## config.mk

```make
export PLATFORM = sky130hd
export DESIGN_NAME = epm_ym_bus_sequencer
export DESIGN_NICKNAME = d
export VERILOG_FILES = /design/src/rtl/epm_ym_bus_sequencer.sv
export SDC_FILE = /design/constraint.sdc
export NUM_CORES = 1
export LEC_CHECK = 0
export CAP_MARGIN = 10
export CORE_MARGIN = 8
export CORE_UTILIZATION = 50
export CTS_CLUSTER_SIZE = 16
export DETAILED_ROUTE_END_ITERATION = 12
export PLACE_DENSITY_LB_ADDON = 0.08
export SLEW_MARGIN = 40
export SYNTH_ARGS = -nofsm -noshare
export SYNTH_HDL_FRONTEND = slang
export SYNTH_SLANG_ARGS = --single-unit
```

## constraint.sdc

```tcl
create_clock -name cpu_clock -period 3.4 [get_ports cpu_clock]
set_input_delay 0.51 -clock cpu_clock [delete_from_list [all_inputs] [get_ports cpu_clock]]
set_output_delay 0.51 -clock cpu_clock [all_outputs]
set_load 0.03 [all_outputs]
```

## src/rtl/epm_ym_bus_sequencer.sv

```systemverilog
// Queued write sequencer for one or two AY/YM PSGs (TurboSound): each request becomes
// a SETUP / PULSE / HOLD bus cycle on BDIR/BC1 with chip select and data held steady around the strobe.
module epm_ym_bus_sequencer #(
  parameter int FIFO_DEPTH = 4,
  parameter int SETUP_CYC  = 2,
  parameter int PULSE_CYC  = 4,
  parameter int HOLD_CYC   = 2
) (
  input  logic       cpu_clock,
  input  logic       reset,
  input  logic       req_valid,
  output logic       req_ready,
  input  logic       req_kind,
  input  logic       req_chip,
  input  logic [7:0] req_data,
  output logic       bdir,
  output logic       bc1,
  output logic       ym_0,
  output logic       ym_1,
  output logic [7:0] psg_data,
  output logic       psg_data_oe,
  output logic       busy,
  output logic [3:0] fifo_level
);

  localparam int PTR_W = (FIFO_DEPTH > 1) ? $clog2(FIFO_DEPTH) : 1;

  typedef struct packed {
    logic       kind;
    logic       chip;
    logic [7:0] data;
  } req_t;

  typedef enum logic [1:0] {IDLE, SETUP, PULSE, HOLD} state_t;

  req_t             mem [FIFO_DEPTH];
  req_t             head;
  logic [PTR_W-1:0] wr_ptr, rd_ptr;
  state_t           state;
  logic [3:0]       phase;
  logic             kind_r;
  logic             push, pop, to_idle;
  logic [3:0]       nxt_level;

  assign push = req_valid && req_ready;
  assign pop  = (state == IDLE) && (fifo_level != 4'd0);
  assign head = mem[rd_ptr];

  always_comb begin
    nxt_level = fifo_level + {3'b000, push} - {3'b000, pop};
    to_idle   = ((state == IDLE) && !pop) || ((state == HOLD) && (phase == 4'd0));
  end

  // Queue storage is pure datapath; validity is tracked by fifo_level alone.
  always_ff @(posedge cpu_clock) begin
    if (push) mem[wr_ptr] <= '{kind: req_kind, chip: req_chip, data: req_data};
  end

  always_ff @(posedge cpu_clock or negedge reset) begin
    if (!reset) begin
      state       <= IDLE;
      phase       <= 4'd0;
      wr_ptr      <= '0;
      rd_ptr      <= '0;
      fifo_level  <= 4'd0;
      req_ready   <= 1'b0;
      busy        <= 1'b0;
      kind_r      <= 1'b0;
      bdir        <= 1'b0;
      bc1         <= 1'b0;
      psg_data    <= 8'h00;
      psg_data_oe <= 1'b0;
      ym_0        <= 1'b0;
      ym_1        <= 1'b1;
    end else begin
      fifo_level <= nxt_level;
      req_ready  <= (nxt_level < 4'(FIFO_DEPTH));
      busy       <= !to_idle || (nxt_level != 4'd0);
      if (push) wr_ptr <= wr_ptr + 1'b1;
      case (state)
        IDLE: begin
          // Chip select and data change only here, never alongside a strobe edge.
          if (pop) begin
            rd_ptr      <= rd_ptr + 1'b1;
            kind_r      <= head.kind;
            ym_0        <= head.chip;
            ym_1        <= ~head.chip;
            psg_data    <= head.data;
            psg_data_oe <= 1'b1;
            phase       <= 4'(SETUP_CYC - 1);
            state       <= SETUP;
          end
        end
        SETUP: begin
          if (phase == 4'd0) begin
            bdir  <= 1'b1;
            bc1   <= ~kind_r;
            phase <= 4'(PULSE_CYC - 1);
            state <= PULSE;
          end else phase <= phase - 4'd1;
        end
        PULSE: begin
          if (phase == 4'd0) begin
            bdir  <= 1'b0;
            bc1   <= 1'b0;
            phase <= 4'(HOLD_CYC - 1);
            state <= HOLD;
          end else phase <= phase - 4'd1;
        end
        HOLD: begin
          if (phase == 4'd0) begin
            psg_data_oe <= 1'b0;
            state       <= IDLE;
          end else phase <= phase - 4'd1;
        end
        default: state <= IDLE;
      endcase
    end
  end

endmodule

```

Word-level counts from Yosys, hierarchy flattened
Memories as Yosys holds them, arrays and structs flattened.
Cells that the tools add are included.
{"block": "totals", "ff_bits": 30, "mem_bits_rw": 40, "output_inout_bits": 19, "mem_count": 1}
{"name": "mem", "depth": 4, "width": 10, "rd": 1, "rd_ports_with_merged_regs": 0, "wr": 1, "line_no": "36", "rtl": "req_t mem [FIFO_DEPTH];"}
{"block": "op_classes", "add_sub_neg": 5, "order_cmp": 1, "eq_ne": 8, "mux": 19, "n_bitwise": 2, "n_reduce_logical": 19}
{"operator": "2-to-1 mux 4 bit", "count": 4}
{"operator": "one-hot mux 4 bit (4 select lines)", "count": 1}
{"operator": "2-to-1 mux 2 bit", "count": 4}
{"operator": "inequality test 2 bit, second input constant", "count": 4}
{"operator": "one-hot mux 2 bit (4 select lines)", "count": 1}
{"operator": "nonzero test 4 bit", "count": 2}
{"operator": "2-to-1 mux 1 bit", "count": 6}
{"operator": "one-hot mux 1 bit (2 select lines)", "count": 3}
{"operator": "AND reduction 3 bit", "count": 2}
{"operator": "adder 2 x 1 -> 2 bit, second input constant", "count": 2}
{"operator": "adder 4 x 1 -> 4 bit", "count": 1}
{"operator": "== test 2 bit, second input constant", "count": 2}
{"operator": "logical AND 1 bit", "count": 4}
{"operator": "zero test 4 bit", "count": 1}
{"operator": "< comparator 4 x 3 -> 1 bit, second input constant", "count": 1}
{"operator": "AND reduction 2 bit", "count": 2}
{"operator": "AND reduction 4 bit", "count": 1}
{"operator": "nonzero test 2 bit", "count": 2}
{"operator": "subtractor 4 x 1 -> 4 bit", "count": 1}
{"operator": "subtractor 4 x 1 -> 4 bit, second input constant", "count": 1}
{"operator": "== test 2 x 1 -> 1 bit, second input constant", "count": 1}
{"operator": "zero test 1 bit", "count": 2}
{"operator": "zero test 2 bit", "count": 1}
{"operator": "logical OR 1 bit", "count": 2}
{"operator": "2 further kinds", "count": 3}

Logic depth before layout (Yosys ltp)
Gate-level depths: netlist of the first run.
{"block": "depth", "depth_word": 7, "mapped_depth": 14, "depth_no_buf": 13}

Worst setup path before layout of the first run
OpenSTA, ideal clock, no wires.
{"block": "synth_path", "path_kind": "flip-flop to flip-flop", "startpoint": "register fifo_level[2]", "endpoint": "register busy", "t_arrival_ps": 3244, "path_slack_ps": 37, "path_stages_with_launch": 15, "n_path_buf": 1, "cell_sequence": "dfrtp_1 inv_1 ha_1 or3b_4 and2_4 buf_12 ha_1 inv_1 ha_1 inv_1 fa_1 xor2_1 inv_1 or4_1 a21o_1"}
{"element": "from (decl)", "line_no": "23", "rtl": "output logic [3:0] fifo_level"}
{"element": "from (signal assigned)", "line_no": "76", "rtl": "fifo_level <= nxt_level;"}
{"element": "parallel branches: the longest is 2 deep, another holds adder 4 x 1 -> 4 bit"}
{"element": "subtractor 4 x 1 -> 4 bit (*)", "line_no": "50", "rtl": "nxt_level = fifo_level + {3'b000, push} - {3'b000, pop};"}
{"element": "net nxt_level[2]", "line_no": "43", "rtl": "logic [3:0] nxt_level;"}
{"element": "nonzero test 4 bit (*)", "line_no": "78", "rtl": "busy <= !to_idle || (nxt_level != 4'd0);"}
{"element": "logical OR 1 bit (*)", "line_no": "78"}
{"element": "to (signal assigned)", "line_no": "78"}
{"element": "to (decl)", "line_no": "22", "rtl": "output logic busy,"}
Mark *: on every way through the listed nets, which the timed path passes.
A chain may end at the register's enable or synchronous reset.

Worst setup path in the final report of the first run
Same ends and word-level chain as after synthesis.

==> results of run 1 <==
-- registers in the layout (all words and copies together) (netlist names), 2 cells and up --
| register | count |
|---|---|
| fifo_level | 4 |
| phase | 4 |
| mem | 40 |
| psg_data | 8 |
| wr_ptr | 2 |
| rd_ptr | 2 |
| state | 2 |
-- cells in the mapped netlist (2+ instances only) --
cell / count
dfrtp_1: 29
nand2_1: 5
clkbuf_1: 2
nand3_1: 2
mux2i_1: 2
o22ai_1: 2
inv_1: 19
nor2_1: 4
a21oi_1: 5
and3_1: 5
xnor2_1: 3
o21ai_0: 5
a21o_1: 2
mux4_2: 10
xor2_1: 2
mux2_4: 6
ha_1: 15
mux2_2: 6
edfxtp_1: 40
nor2b_1: 3
-- per-stage QoR --
stage          worst slack, ns  hold slack, ns
2_1_floorplan           0.0374           0.214
3_3_place_gp             0.250           0.487
3_5_place_dp             0.170           0.497
4_1_cts                  0.165           0.514
5_1_grt                 0.0232           0.539
6_report                 0.181           0.503
-- routing by layer --
layer  track usage  up-vias
li1              -      786
met5             0        -
met4        0.0608        0
met3        0.0472        2
met1         0.162      871
met2         0.234       30
-- power by group --
group	internal, W	switching, W	total [W]
logic	0.000770	0.000788	0.00156
registers	0.00113	0.000206	0.00133
clock network	0.000265	0.000315	0.000580
-- cells in the final DEF (no fill, tap or decap), types with 2 or more instances in the layout --
master | Yosys | final
edfxtp_1 | 40 | 40
clkdlybuf4s50_1 | 0 | 31
dfrtp_1 | 29 | 29
inv_1 | 19 | 19
ha_1 | 15 | 15
mux4_2 | 10 | 10
clkbuf_8 | 0 | 9
mux2_4 | 6 | 6
mux2_2 | 6 | 6
and3_1 | 5 | 5
nand2_1 | 5 | 5
o21ai_0 | 5 | 5
a21oi_1 | 5 | 5
nor2_1 | 4 | 4
xnor2_1 | 3 | 3
nor2b_1 | 3 | 3
clkinvlp_4 | 0 | 3
buf_4 | 1 | 3
xor2_1 | 2 | 2
a21o_1 | 2 | 2
mux2i_1 | 2 | 2
o22ai_1 | 2 | 2
nand3_1 | 2 | 2
clkinv_2 | 0 | 2
-- critical path, stage by stage, from the launching register on --
cell	delay (ns)
dfrtp_1	0.38
inv_1	0.07
ha_1	0.18
or3b_4	0.42
and2_4	0.18
ha_1	0.26
inv_1	0.05
ha_1	0.14
inv_1	0.05
fa_1	0.37
xor2_1	0.20
inv_1	0.07
or4_1	0.53
a21o_1	0.20
-- path summary, 6_finish.rpt --
check                      cells past startpoint  endpoint     startpoint
max in group asynchronous                      2      ym_1          reset
max reg2reg                                   13      busy  fifo_level[2]
min in group asynchronous                      2       bc1          reset
min reg2reg                                    2       bc1            bc1
max                                           13      busy  fifo_level[2]
min                                            2       bc1            bc1
-- area by class of cell --
class	instances	share of cell area
sequential	70	0.542
tap	75	0.0261
inverter	19	0.0198
multi-input combinational	96	0.271
clock inverter	7	0.0139
timing repair buffer	34	0.0924
clock buffer	9	0.0344
-- cell families (layout without fill, tap and decap cells) --
| family | Yosys count | after routing | share of synthesized area |
|---|---|---|---|
| AO/OA/AOI/OAI | 20 | 20 | 0.0416 |
| XOR/XNOR | 5 | 5 | 0.0144 |
| adder cells (fa/ha/maj) | 16 | 16 | 0.0684 |
| buffers and inverters | 23 | 69 | 0.0350 |
| flip-flops | 70 | 70 | 0.643 |
| multiplexers | 24 | 24 | 0.133 |
| AND/OR/NAND/NOR | 31 | 31 | 0.0643 |
==> impl_metrics.json, run 1 <==
{
  "clkTransAtPathRegs_ns": 0.07,
  "synth-edff-count": 40,
  "cp_max_fo": 5,
  "cts-resized-gates": 0,
  "grt_max_degree": 31,
  "r2r_slack_ns": 0.18,
  "yosysTopAreaCell": "edfxtp_1",
  "maxSlewViolCount": 0,
  "die_y_um": 93.9,
  "total_power_w": 0.00347,
  "cts-root-buf": "clkbuf_8",
  "cts_setup_buffers": 0,
  "antenna_found_initial": 0,
  "antenna_cells": 0,
  "yosys-top-cells-area": "edfxtp_1, dfrtp_1, mux4_2, ha_1, mux2_4",
  "register_area_um2": 1950,
  "grt_pass1_wl_mm": 9.43,
  "rsz0062_at_grt": "false",
  "area_delta_synth_final_pct": 18.6,
  "die_w_um": 93.9,
  "met3WireLength_um": 266,
  "portBuffers": 31,
  "remaining_drc_errors": 0,
  "dr.max_layer_used": "met4",
  "wl_met1_mm": 2.32,
  "fin_skew_ns": 0.00707,
  "cellLeakagePower_nw": 1.42,
  "multi_input_area_um2": 976,
  "stdcell_count": 310,
  "hpwl_mm": 3.77,
  "tightestPinTransition_ns": 0.738,
  "fmax_mhz": 311,
  "drive_gt1_frac": 0.200,
  "cts_tree": "built",
  "status": "completed",
  "grt_pass1_vias": 1898,
  "routed_wl_mm": 5.47,
  "synth_cell_types": 42,
  "drtIter0Drc": 94,
  "die-area_um2": 8820,
  "hold_viol": 0,
  "clock_latency_ns": 0.33,
  "via_per_inst": 5.45,
  "cp-start-kind": "flip-flop",
  "synthCells": 189,
  "antenna_left": 0,
  "rows": 28,
  "finish.utilization": 0.612,
  "yosys_warnings": 0,
  "synth_area_um2": 3040,
  "layout.nets": 259,
  "routabilityCongestion": 0.867,
  "dpl-instance-area_um2": 3430,
  "finalCritPeriodShare": 0.947,
  "num_vias": 1689,
  "crit_type": "flip-flop to flip-flop",
  "ys_async_sr_fraction": 0.429,
  "dr.pass1.iters": 4,
  "wire_per_inst_um": 17.7,
  "htreeDepth": 3,
  "fill_cells": 459,
  "postCtsHoldBufs": 0,
  "setup_viol": 0,
  "period_needed_ns": 3.22,
  "synth_flop_cell": "edfxtp_1",
  "end_kind": "flip-flop",
  "clk_path_buf_depth": 2,
  "start_util": 0.516,
  "grt.overflow.total": 0,
  "required_ns": 3.63,
  "slew_headroom": 0.508,
  "wl_met2_mm": 2.85,
  "cp.arrival_ns": 3.45,
  "hp-class": "flip-flop to flip-flop",
  "syn_avg_cell_area_um2": 16.1,
  "tns_ns": 0,
  "synth_fp_nets": 218,
  "grt_usage": 0.141,
  "synth_top_area_share": 0.396,
  "design_area_um2": 3600,
  "dpl.cell_count": 294,
  "numCtsBuffers": 9,
  "ir_drop_v": 0.000556,
  "maxCapViolCount": 0,
  "cts_sinks": 70,
  "synth_seq_cells": 70,
  "io-pin-count": 32,
  "yosysSeqAreaShare": 0.643,
  "power.density_nw_per_um2": 964,
  "core_um2": 5890
}
No activity file was read; power rests on OpenSTA's default activity.
==> inputs of run 2 (changes only) <==
Settings changed: CAP_MARGIN 10 to 30, CORE_UTILIZATION 50 to 55.
Clock period 3.4 ns to 4.2 ns, I/O delays scaled along.
==> run 2 against run 1 <==
  * Combinational power down 20%
  * Total power is 16% lower
  * Register-to-register slack better by 0.69 ns
  * Clock skew grew 0.0028 ns
  * Final cell count down 1.6%
  * Die area shrank 7.6%
  * Design area is 0.59% higher
  * Clock power barely moved
  * Core utilization increased by 5.8 points
  * Setup slack improved by 0.69 ns
  * Routed wire length increased by 0.40%
  * Count of clock-buffer cells in the layout grew 1
  * Critical path type unchanged
  * Largest cell class unchanged
  * Largest power group unchanged
  * Highest routed layer unchanged
==> impl_metrics.json, run 2 (synthesis results as in run 1) <==
{
  "num_vias": 1661,
  "hold-path-cell-count": 2,
  "antenna_found_initial": 0,
  "die_w_um": 90.3,
  "core_um2": 5410,
  "cts-root-buf": "clkbuf_8",
  "ir_drop_v": 0.000418,
  "finish.utilization": 0.670,
  "r2r-start": "fifo_level[2]",
  "end_kind": "flip-flop",
  "portBuffers": 31,
  "slew_headroom": 0.515,
  "numCtsBuffers": 9,
  "final_common_cell": "edfxtp_1",
  "die-area_um2": 8150,
  "wl_met1_mm": 2.25,
  "htreeDepth": 3,
  "wl_met2_mm": 2.94,
  "hpwl_mm": 3.70,
  "largest_register_ffs": 40,
  "crit_type": "flip-flop to flip-flop",
  "status": "completed",
  "largest-register": "mem",
  "cp.arrival_ns": 3.55,
  "maxCapViolCount": 0,
  "remaining_drc_errors": 0,
  "grt_max_degree": 31,
  "die_y_um": 90.3,
  "rsz0062_at_grt": "false",
  "antenna_left": 0,
  "clk_path_buf_depth": 2,
  "postCtsHoldBufs": 0,
  "period_needed_ns": 3.32,
  "fin_skew_ns": 0.00986,
  "power.density_nw_per_um2": 804,
  "cp_max_fo": 13,
  "hp-class": "flip-flop to flip-flop",
  "largest_registers": "mem x40, psg_data x8",
  "drtIter0Drc": 72,
  "cellLeakagePower_nw": 1.44,
  "dpl.cell_count": 289,
  "r2r_slack_ns": 0.88,
  "setup_ws_ns": 0.875,
  "fmax_mhz": 301,
  "grt_usage": 0.147,
  "tightestPinTransition_ns": 0.728,
  "drive_gt1_frac": 0.185,
  "maxSlewViolCount": 0,
  "hold_viol": 0,
  "mostFrequentLayoutCells": "edfxtp_1, clkdlybuf4s50_1, dfrtp_1",
  "stdcell_count": 305,
  "clock_latency_ns": 0.33,
  "routabilityCongestion": 0.763,
  "cp-start-kind": "flip-flop",
  "setup_viol": 0,
  "cts_setup_buffers": 0,
  "io-pin-count": 32,
  "fill_cells": 380,
  "dr.pass1.iters": 4,
  "cts_sinks": 70,
  "min-delay-start": "bc1",
  "dr.max_layer_used": "met4",
  "clkTransAtPathRegs_ns": 0.07,
  "required_ns": 4.43,
  "met3WireLength_um": 220,
  "place_ws_ns": 0.892,
  "rows": 27,
  "grt_pass1_wl_mm": 9.35,
  "wire_per_inst_um": 18.0,
  "r2r_end": "busy",
  "grt.overflow.total": 0,
  "cts_tree": "built",
  "grt_pass1_vias": 1916,
  "layout.nets": 257,
  "routed_wl_mm": 5.49,
  "tns_ns": 0,
  "holdPathEnd": "bc1",
  "antenna_cells": 0,
  "finalCritPeriodShare": 0.792,
  "start_util": 0.562,
  "via_per_inst": 5.45,
  "reg2regPathDepth": 13,
  "cts-resized-gates": 0,
  "area_delta_synth_final_pct": 19.3
}
## run 2: worst max-delay path: stages, from the launching register on
cell and delay (ns):
dfrtp_1 0.38, inv_1 0.07, ha_1 0.18, or3b_4 0.42, and2_4 0.25, ha_1 0.29
inv_1 0.05, ha_1 0.14, inv_1 0.05, fa_1 0.37, xor2_1 0.19, inv_1 0.08
or4_1 0.53, a21o_1 0.19
## run 2: worst max-delay path by stage
stage                  start  depth (start not counted)    to  slack [ns]
5_1_grt        fifo_level[2]                         13  busy        0.66
6_report       fifo_level[2]                         13  busy        0.88
3_5_place_dp       req_valid                         11  busy        0.89
2_1_floorplan  fifo_level[2]                         14  busy        0.84
3_3_place_gp       req_valid                         11  busy        0.95
4_1_cts        fifo_level[2]                         13  busy        0.87
## run 2: power breakdown
part           switching (W)  total [W]  leakage, nW  internal, W
Sequential          0.000168    0.00108        0.713     0.000914
Combinational       0.000636    0.00125        0.618     0.000613
Clock               0.000247   0.000581        0.108     0.000335
## run 2: per-stage QoR
step / instance area [um^2] / hold WS (ns) / total power (W)
6_report: 3620 / 0.517 / 0.00291
5_1_grt: 3620 / 0.540 / 0.00311
4_1_cts: 3620 / 0.525 / 0.00294
3_5_place_dp: 3410 / 0.503 / 0.00235
3_3_place_gp: 3410 / 0.483 / 0.00229
2_1_floorplan: 3040 / 0.334 / 0.00198
## run 2: routing by layer
metal	GRT usage	vias to the layer above
met3	0.0391	8
met2	0.267	32
met5	0	-
met1	0.153	848
met4	0.0735	0
li1	-	773
## run 2: area by class of cell
cell class	count	area, um^2	area share
clock inverter	6	86.3	0.0238
multi-input combinational	96	976	0.269
inverter	19	71.3	0.0197
timing repair buffer	32	318	0.0877
clock buffer	10	128	0.0352
tap	72	90.1	0.0249
sequential	70	1950	0.539
